$ cat src/rtl/idma_burst_sched_pkg.sv
// Shared iDMA burst-scheduler types and beat geometry constants.
// Beats are 256 bits (32 bytes); AXI INCR bursts carry at most 16 beats.
package idma_burst_sched_pkg;

    typedef enum logic [1:0] {
        ST_IDLE  = 2'd0,
        ST_ISSUE = 2'd1,
        ST_DRAIN = 2'd2,
        ST_DONE  = 2'd3
    } sched_state_e;

    localparam int unsigned BEAT_BYTES  = 32;
    localparam int unsigned BEAT_SHIFT  = 5;
    localparam int unsigned AXI_MAX_LEN = 16;

endpackage

$ cat src/rtl/idma_os_cnt.sv
// Up/down counter of bursts in flight; saturates at MAX_CNT and stays at zero on underflow.
// cnt_d is exported so the owner can act on the next count in the same cycle.
module idma_os_cnt #(
    parameter int unsigned MAX_CNT = 4
) (
    input  logic                           clk,
    input  logic                           rst_n,
    input  logic                           inc,
    input  logic                           dec,
    output logic [$clog2(MAX_CNT+1)-1:0]   cnt_q,
    output logic [$clog2(MAX_CNT+1)-1:0]   cnt_d,
    output logic                           underflow
);
    localparam int unsigned CW = $clog2(MAX_CNT + 1);

    always_comb begin
        cnt_d     = cnt_q;
        underflow = 1'b0;
        if (inc && !dec) begin
            if (cnt_q != CW'(MAX_CNT)) begin
                cnt_d = cnt_q + 1'b1;
            end
        end else if (dec && !inc) begin
            if (cnt_q == '0) begin
                underflow = 1'b1;
            end else begin
                cnt_d = cnt_q - 1'b1;
            end
        end
    end

    always_ff @(posedge clk or negedge rst_n) begin
        if (!rst_n) begin
            cnt_q <= '0;
        end else begin
            cnt_q <= cnt_d;
        end
    end

endmodule

$ cat src/rtl/idma_burst_sched.sv
// Splits one iDMA descriptor into 32-byte-beat INCR bursts of at most MAX_BURST beats,
// throttled by the number of bursts whose data has not yet completed.
module idma_burst_sched
    import idma_burst_sched_pkg::*;
#(
    parameter int unsigned MAX_BURST       = 16,
    parameter int unsigned MAX_OUTSTANDING = 4
) (
    input  logic                                   aclk,
    input  logic                                   aresetn,
    input  logic                                   desc_valid,
    output logic                                   desc_ready,
    input  logic [31:0]                            desc_addr,
    input  logic [15:0]                            desc_beats,
    input  logic                                   sched_pause,
    output logic                                   dma_trans_burst_avalid,
    output logic [31:0]                            dma_trans_burst_addr,
    output logic [3:0]                             dma_trans_burst_len,
    input  logic                                   dma_xaddr_burst_ok,
    input  logic                                   axi_burst_xdata_ok,
    output logic                                   sched_busy,
    output logic                                   sched_done,
    output logic [$clog2(MAX_OUTSTANDING+1)-1:0]   sched_outstanding,
    output logic                                   sched_err
);
    localparam int unsigned CW = $clog2(MAX_OUTSTANDING + 1);

    sched_state_e   state_q, state_d;
    logic [31:0]    addr_q, addr_d;
    logic [15:0]    rem_q, rem_d;
    logic           hold_q, hold_d;
    logic           err_q, err_d;
    logic [4:0]     blen;
    logic           burst_ok;
    logic           underflow;
    logic [CW-1:0]  cnt_q, cnt_d;

    assign blen = (rem_q >= 16'(MAX_BURST)) ? 5'(MAX_BURST) : rem_q[4:0];

    // A pending request (hold) stays up regardless of pause or the in-flight limit.
    assign dma_trans_burst_avalid = (state_q == ST_ISSUE) &&
                                    (hold_q || ((cnt_q != CW'(MAX_OUTSTANDING)) && !sched_pause));
    assign burst_ok               = dma_trans_burst_avalid && dma_xaddr_burst_ok;
    assign dma_trans_burst_addr   = addr_q;
    assign dma_trans_burst_len    = (state_q == ST_ISSUE) ? 4'(blen - 5'd1) : 4'd0;

    assign desc_ready        = (state_q == ST_IDLE);
    assign sched_busy        = (state_q != ST_IDLE);
    assign sched_done        = (state_q == ST_DONE);
    assign sched_outstanding = cnt_q;
    assign sched_err         = err_q;

    idma_os_cnt #(
        .MAX_CNT (MAX_OUTSTANDING)
    ) u_os_cnt (
        .clk       (aclk),
        .rst_n     (aresetn),
        .inc       (burst_ok),
        .dec       (axi_burst_xdata_ok),
        .cnt_q     (cnt_q),
        .cnt_d     (cnt_d),
        .underflow (underflow)
    );

    always_comb begin
        state_d = state_q;
        addr_d  = addr_q;
        rem_d   = rem_q;
        hold_d  = hold_q;
        err_d   = err_q;
        case (state_q)
            ST_IDLE: begin
                if (desc_valid) begin
                    addr_d  = desc_addr & ~32'(BEAT_BYTES - 1);
                    rem_d   = desc_beats;
                    err_d   = 1'b0;
                    state_d = (desc_beats == 16'd0) ? ST_DONE : ST_ISSUE;
                end
            end
            ST_ISSUE: begin
                if (burst_ok) begin
                    addr_d = addr_q + (32'(blen) << BEAT_SHIFT);
                    rem_d  = rem_q - 16'(blen);
                    hold_d = 1'b0;
                    if (rem_q == 16'(blen)) begin
                        state_d = ST_DRAIN;
                    end
                end else if (dma_trans_burst_avalid) begin
                    hold_d = 1'b1;
                end
            end
            ST_DRAIN: begin
                if (cnt_d == '0) begin
                    state_d = ST_DONE;
                end
            end
            ST_DONE: begin
                state_d = ST_IDLE;
            end
            default: begin
                state_d = ST_IDLE;
            end
        endcase
        // Late completions with nothing in flight are flagged even in IDLE.
        if (underflow) begin
            err_d = 1'b1;
        end
    end

    always_ff @(posedge aclk or negedge aresetn) begin
        if (!aresetn) begin
            state_q <= ST_IDLE;
            addr_q  <= '0;
            rem_q   <= '0;
            hold_q  <= 1'b0;
            err_q   <= 1'b0;
        end else begin
            state_q <= state_d;
            addr_q  <= addr_d;
            rem_q   <= rem_d;
            hold_q  <= hold_d;
            err_q   <= err_d;
        end
    end

endmodule

$ cat config.mk
export PLATFORM = sky130hd
export DESIGN_NAME = idma_burst_sched
export DESIGN_NICKNAME = d
export VERILOG_FILES = /design/src/rtl/idma_burst_sched_pkg.sv /design/src/rtl/idma_os_cnt.sv /design/src/rtl/idma_burst_sched.sv
export SDC_FILE = /design/constraint.sdc
export NUM_CORES = 1
export LEC_CHECK = 0
export CORE_MARGIN = 4
export CORE_UTILIZATION = 44
export CTS_CLUSTER_DIAMETER = 30
export DETAILED_ROUTE_END_ITERATION = 16
export MAX_ROUTING_LAYER = met4
export PLACE_DENSITY = 0.74
export SLEW_MARGIN = 0
export SYNTH_ARGS = -nofsm -noshare
export SYNTH_HDL_FRONTEND = slang
export SYNTH_SLANG_ARGS = --single-unit
$ cat constraint.sdc
create_clock -name aclk -period 5.7 [get_ports aclk]
set_input_delay 1.14 -clock aclk [delete_from_list [all_inputs] [get_ports aclk]]
set_output_delay 1.14 -clock aclk [all_outputs]
set_load 0.1 [all_outputs]
==> results.json <==
{
  "end_kind": "output pin",
  "dr_total_vias": 3470,
  "clockBufferDepth": 2,
  "syn_avg_cell_area_um2": 8.23,
  "gp_congestion": 0.855,
  "critPathLaunchType": "flip-flop",
  "cts_tree": "built",
  "slew_viol_final": 0,
  "cts-root-buf": "clkbuf_8",
  "initial_core_util": 0.455,
  "ys_async_sr_fraction": 1.00,
  "drive_gt1_frac": 0.0634,
  "grt_max_degree": 62,
  "synth_seq_area_share": 0.352,
  "die_area_mm2": 0.00958,
  "synth_edf_count": 0,
  "tightest_slew_ns": 1.00,
  "row_count": 32,
  "ys_ff_latch": 50,
  "antenna_found_initial": 0,
  "period_needed_ns": 4.03,
  "wl_um": 9390,
  "timing.fmax_mhz": 248,
  "die_h_um": 97.9,
  "ys_warn_count": 0,
  "crit_required_ns": 4.56,
  "antenna-diode-count": 0,
  "antenna_left": 0,
  "area_delta_synth_final_pct": 29.4,
  "synthMuxAreaShare": 0.0655,
  "worst-path-max-fanout": 61,
  "cts.htree.levels": 2,
  "finClkSkew_ns": 0.00991,
  "grt_pass1_wl_um": 15800,
  "yosys.area_share.simple": 0.190,
  "synthAdderAreaFrac": 0.0549,
  "post-dp-hpwl_um": 6620,
  "hold_viol_final": 0,
  "cts_resized": 0,
  "num_io_pins": 98,
  "setup_viol": 0,
  "syn-cell-area_mm2": 0.00355,
  "cp.arrival_ns": 2.89,
  "drcViolationCount": 0,
  "grt.total_usage": 0.201,
  "timing.setup.tns_ns": 0,
  "io_buffers": 87,
  "rsz0062_at_grt": "no",
  "firstDrtPassIters": 4,
  "fin_crit_sh": 0.707,
  "critical_path_class": "reg -> out",
  "cts_buffers": 5,
  "dr.first_iter.drc_count": 176,
  "postSynthCellCount": 432,
  "grt-ovfl-total": 0,
  "synthXorXnorAreaFrac": 0.0148,
  "cts_sinks": 50,
  "slew_headroom": 0.331,
  "synth_top_family_by_area": "compound AO/OA/AOI/OAI gates",
  "grt_pass1_vias": 3333,
  "clkSlewWorstSetupHoldPaths_ns": 0.09,
  "avgViaCountPerCell": 5.72,
  "synth.distinct_cells": 60,
  "yosys_most_used_dff": "dfrtp_1",
  "synth_compound_area_frac": 0.262,
  "post_cts.repair.setup_buffers": 0,
  "coreArea_mm2": 0.00781,
  "hold_path_class": "reg -> reg",
  "dieWidth_um": 97.9,
  "wl_per_cell_um": 15.5,
  "hold_buffers": 0,
  "clock_latency_ns": 0.31,
  "nets": 573,
  "fin_hold_ws_ns": 0.498,
  "status": "finished clean",
  "max_cap_viol_count": 0
}
[cells in the final DEF (no fill, tap or decap), drive strengths merged, types with 4 or more instances in the layout]
cell / synthesis / final
clkdlybuf4s50: 0 / 81
nand2: 50 / 50
dfrtp: 50 / 50
a21oi: 49 / 49
o21ai: 28 / 28
o22ai: 25 / 25
nor2: 22 / 22
mux2i: 21 / 21
inv: 16 / 16
ha: 14 / 14
buf: 11 / 13
nor3: 12 / 12
and3: 10 / 10
nand3: 10 / 10
or3: 8 / 8
o2111ai: 7 / 7
conb: 2 / 6
xnor2: 5 / 5
clkbuf: 22 / 5
nor4: 4 / 4
and2: 4 / 4
nand2b: 4 / 4
a31oi: 4 / 4
or2: 4 / 4
[flip-flops by register name, summed over array words and instances, names as in the netlist]
| signal | flops |
|---|---|
| state_q | 2 |
| sched_err | 1 |
| u_os_cnt.cnt_q | 3 |
| hold_q | 1 |
| dma_trans_burst_addr | 27 |
| rem_q | 16 |
[layout make-up]
cell class / instances / area, um2
Clock buffer: 5 / 68.8
Clock inverter: 3 / 68.8
Fill cell: 751 / 3210
Inverter: 17 / 63.8
Multi-Input combinational cell: 336 / 2110
Sequential cell: 50 / 1250
Tap cell: 102 / 128
Timing Repair Buffer: 94 / 906
[worst max-delay path, stage by stage (launching register included)]
cell,delay (ns)
dfrtp_1,0.41
inv_1,0.11
ha_2,0.17
buf_4,0.52
clkinv_1,0.67
a21oi_1,0.36
buf_4,0.34
[worst paths after layout]
check                      depth (start not counted)       start                       end  slack, ns
hold / removal                                     2   sched_err                 sched_err       0.50
max in group asynchronous                          2     aresetn  dma_trans_burst_addr[27]       4.31
min in group asynchronous                          2     aresetn   dma_trans_burst_addr[5]       0.94
hold reg to reg                                    2   sched_err                 sched_err       0.50
setup / recovery                                   6  state_q[1]    dma_trans_burst_len[3]       1.67
setup reg to reg                                  10  state_q[1]  dma_trans_burst_addr[29]       2.14
[metal layers]
layer | GRT usage | wire length (um) | vias up
met5 | - | 0 | -
met4 | 0.0469 | 101 | 0
met3 | 0.0343 | 476 | 10
met2 | 0.328 | 4360 | 89
met1 | 0.261 | 4450 | 1645
li1 | - | - | 1726
[cells by family (layout without fill, tap and decap cells)]
family | Yosys count | in the layout
flops | 50 | 50
mux | 22 | 22
fa+ha+maj | 15 | 15
buf+inv | 50 | 119
xor+xnor | 6 | 6
compound gates | 148 | 148
simple gates | 139 | 139
other cells | 2 | 6
[stage by stage]
stage,instances,worst slack [ns],utilization,area [um2]
2_1_floorplan,436,1.35,-,3570
3_3_place_gp,599,1.86,0.571,4460
3_5_place_dp,599,1.81,0.571,4460
4_1_cts,607,1.63,0.589,4600
5_1_grt,607,1.40,0.589,4600
6_report,607,1.67,0.589,4600
[cells in the mapped netlist, types with 7 or more instances]
library cell,instances,area share
inv_1,16,0.017
o21ai_0,26,0.037
clkbuf_1,22,0.023
o22ai_1,25,0.044
a21oi_1,49,0.069
nor2_1,22,0.023
and3_1,10,0.018
mux2i_1,21,0.059
nand2_1,50,0.053
o2111ai_1,7,0.017
nand3_1,10,0.014
dfrtp_1,50,0.35
nor3_1,12,0.017
ha_1,14,0.049
Power is left out: the tool's default activity adds up to more than one toggle a clock period on the data nets, which glitch-free logic cannot reach.
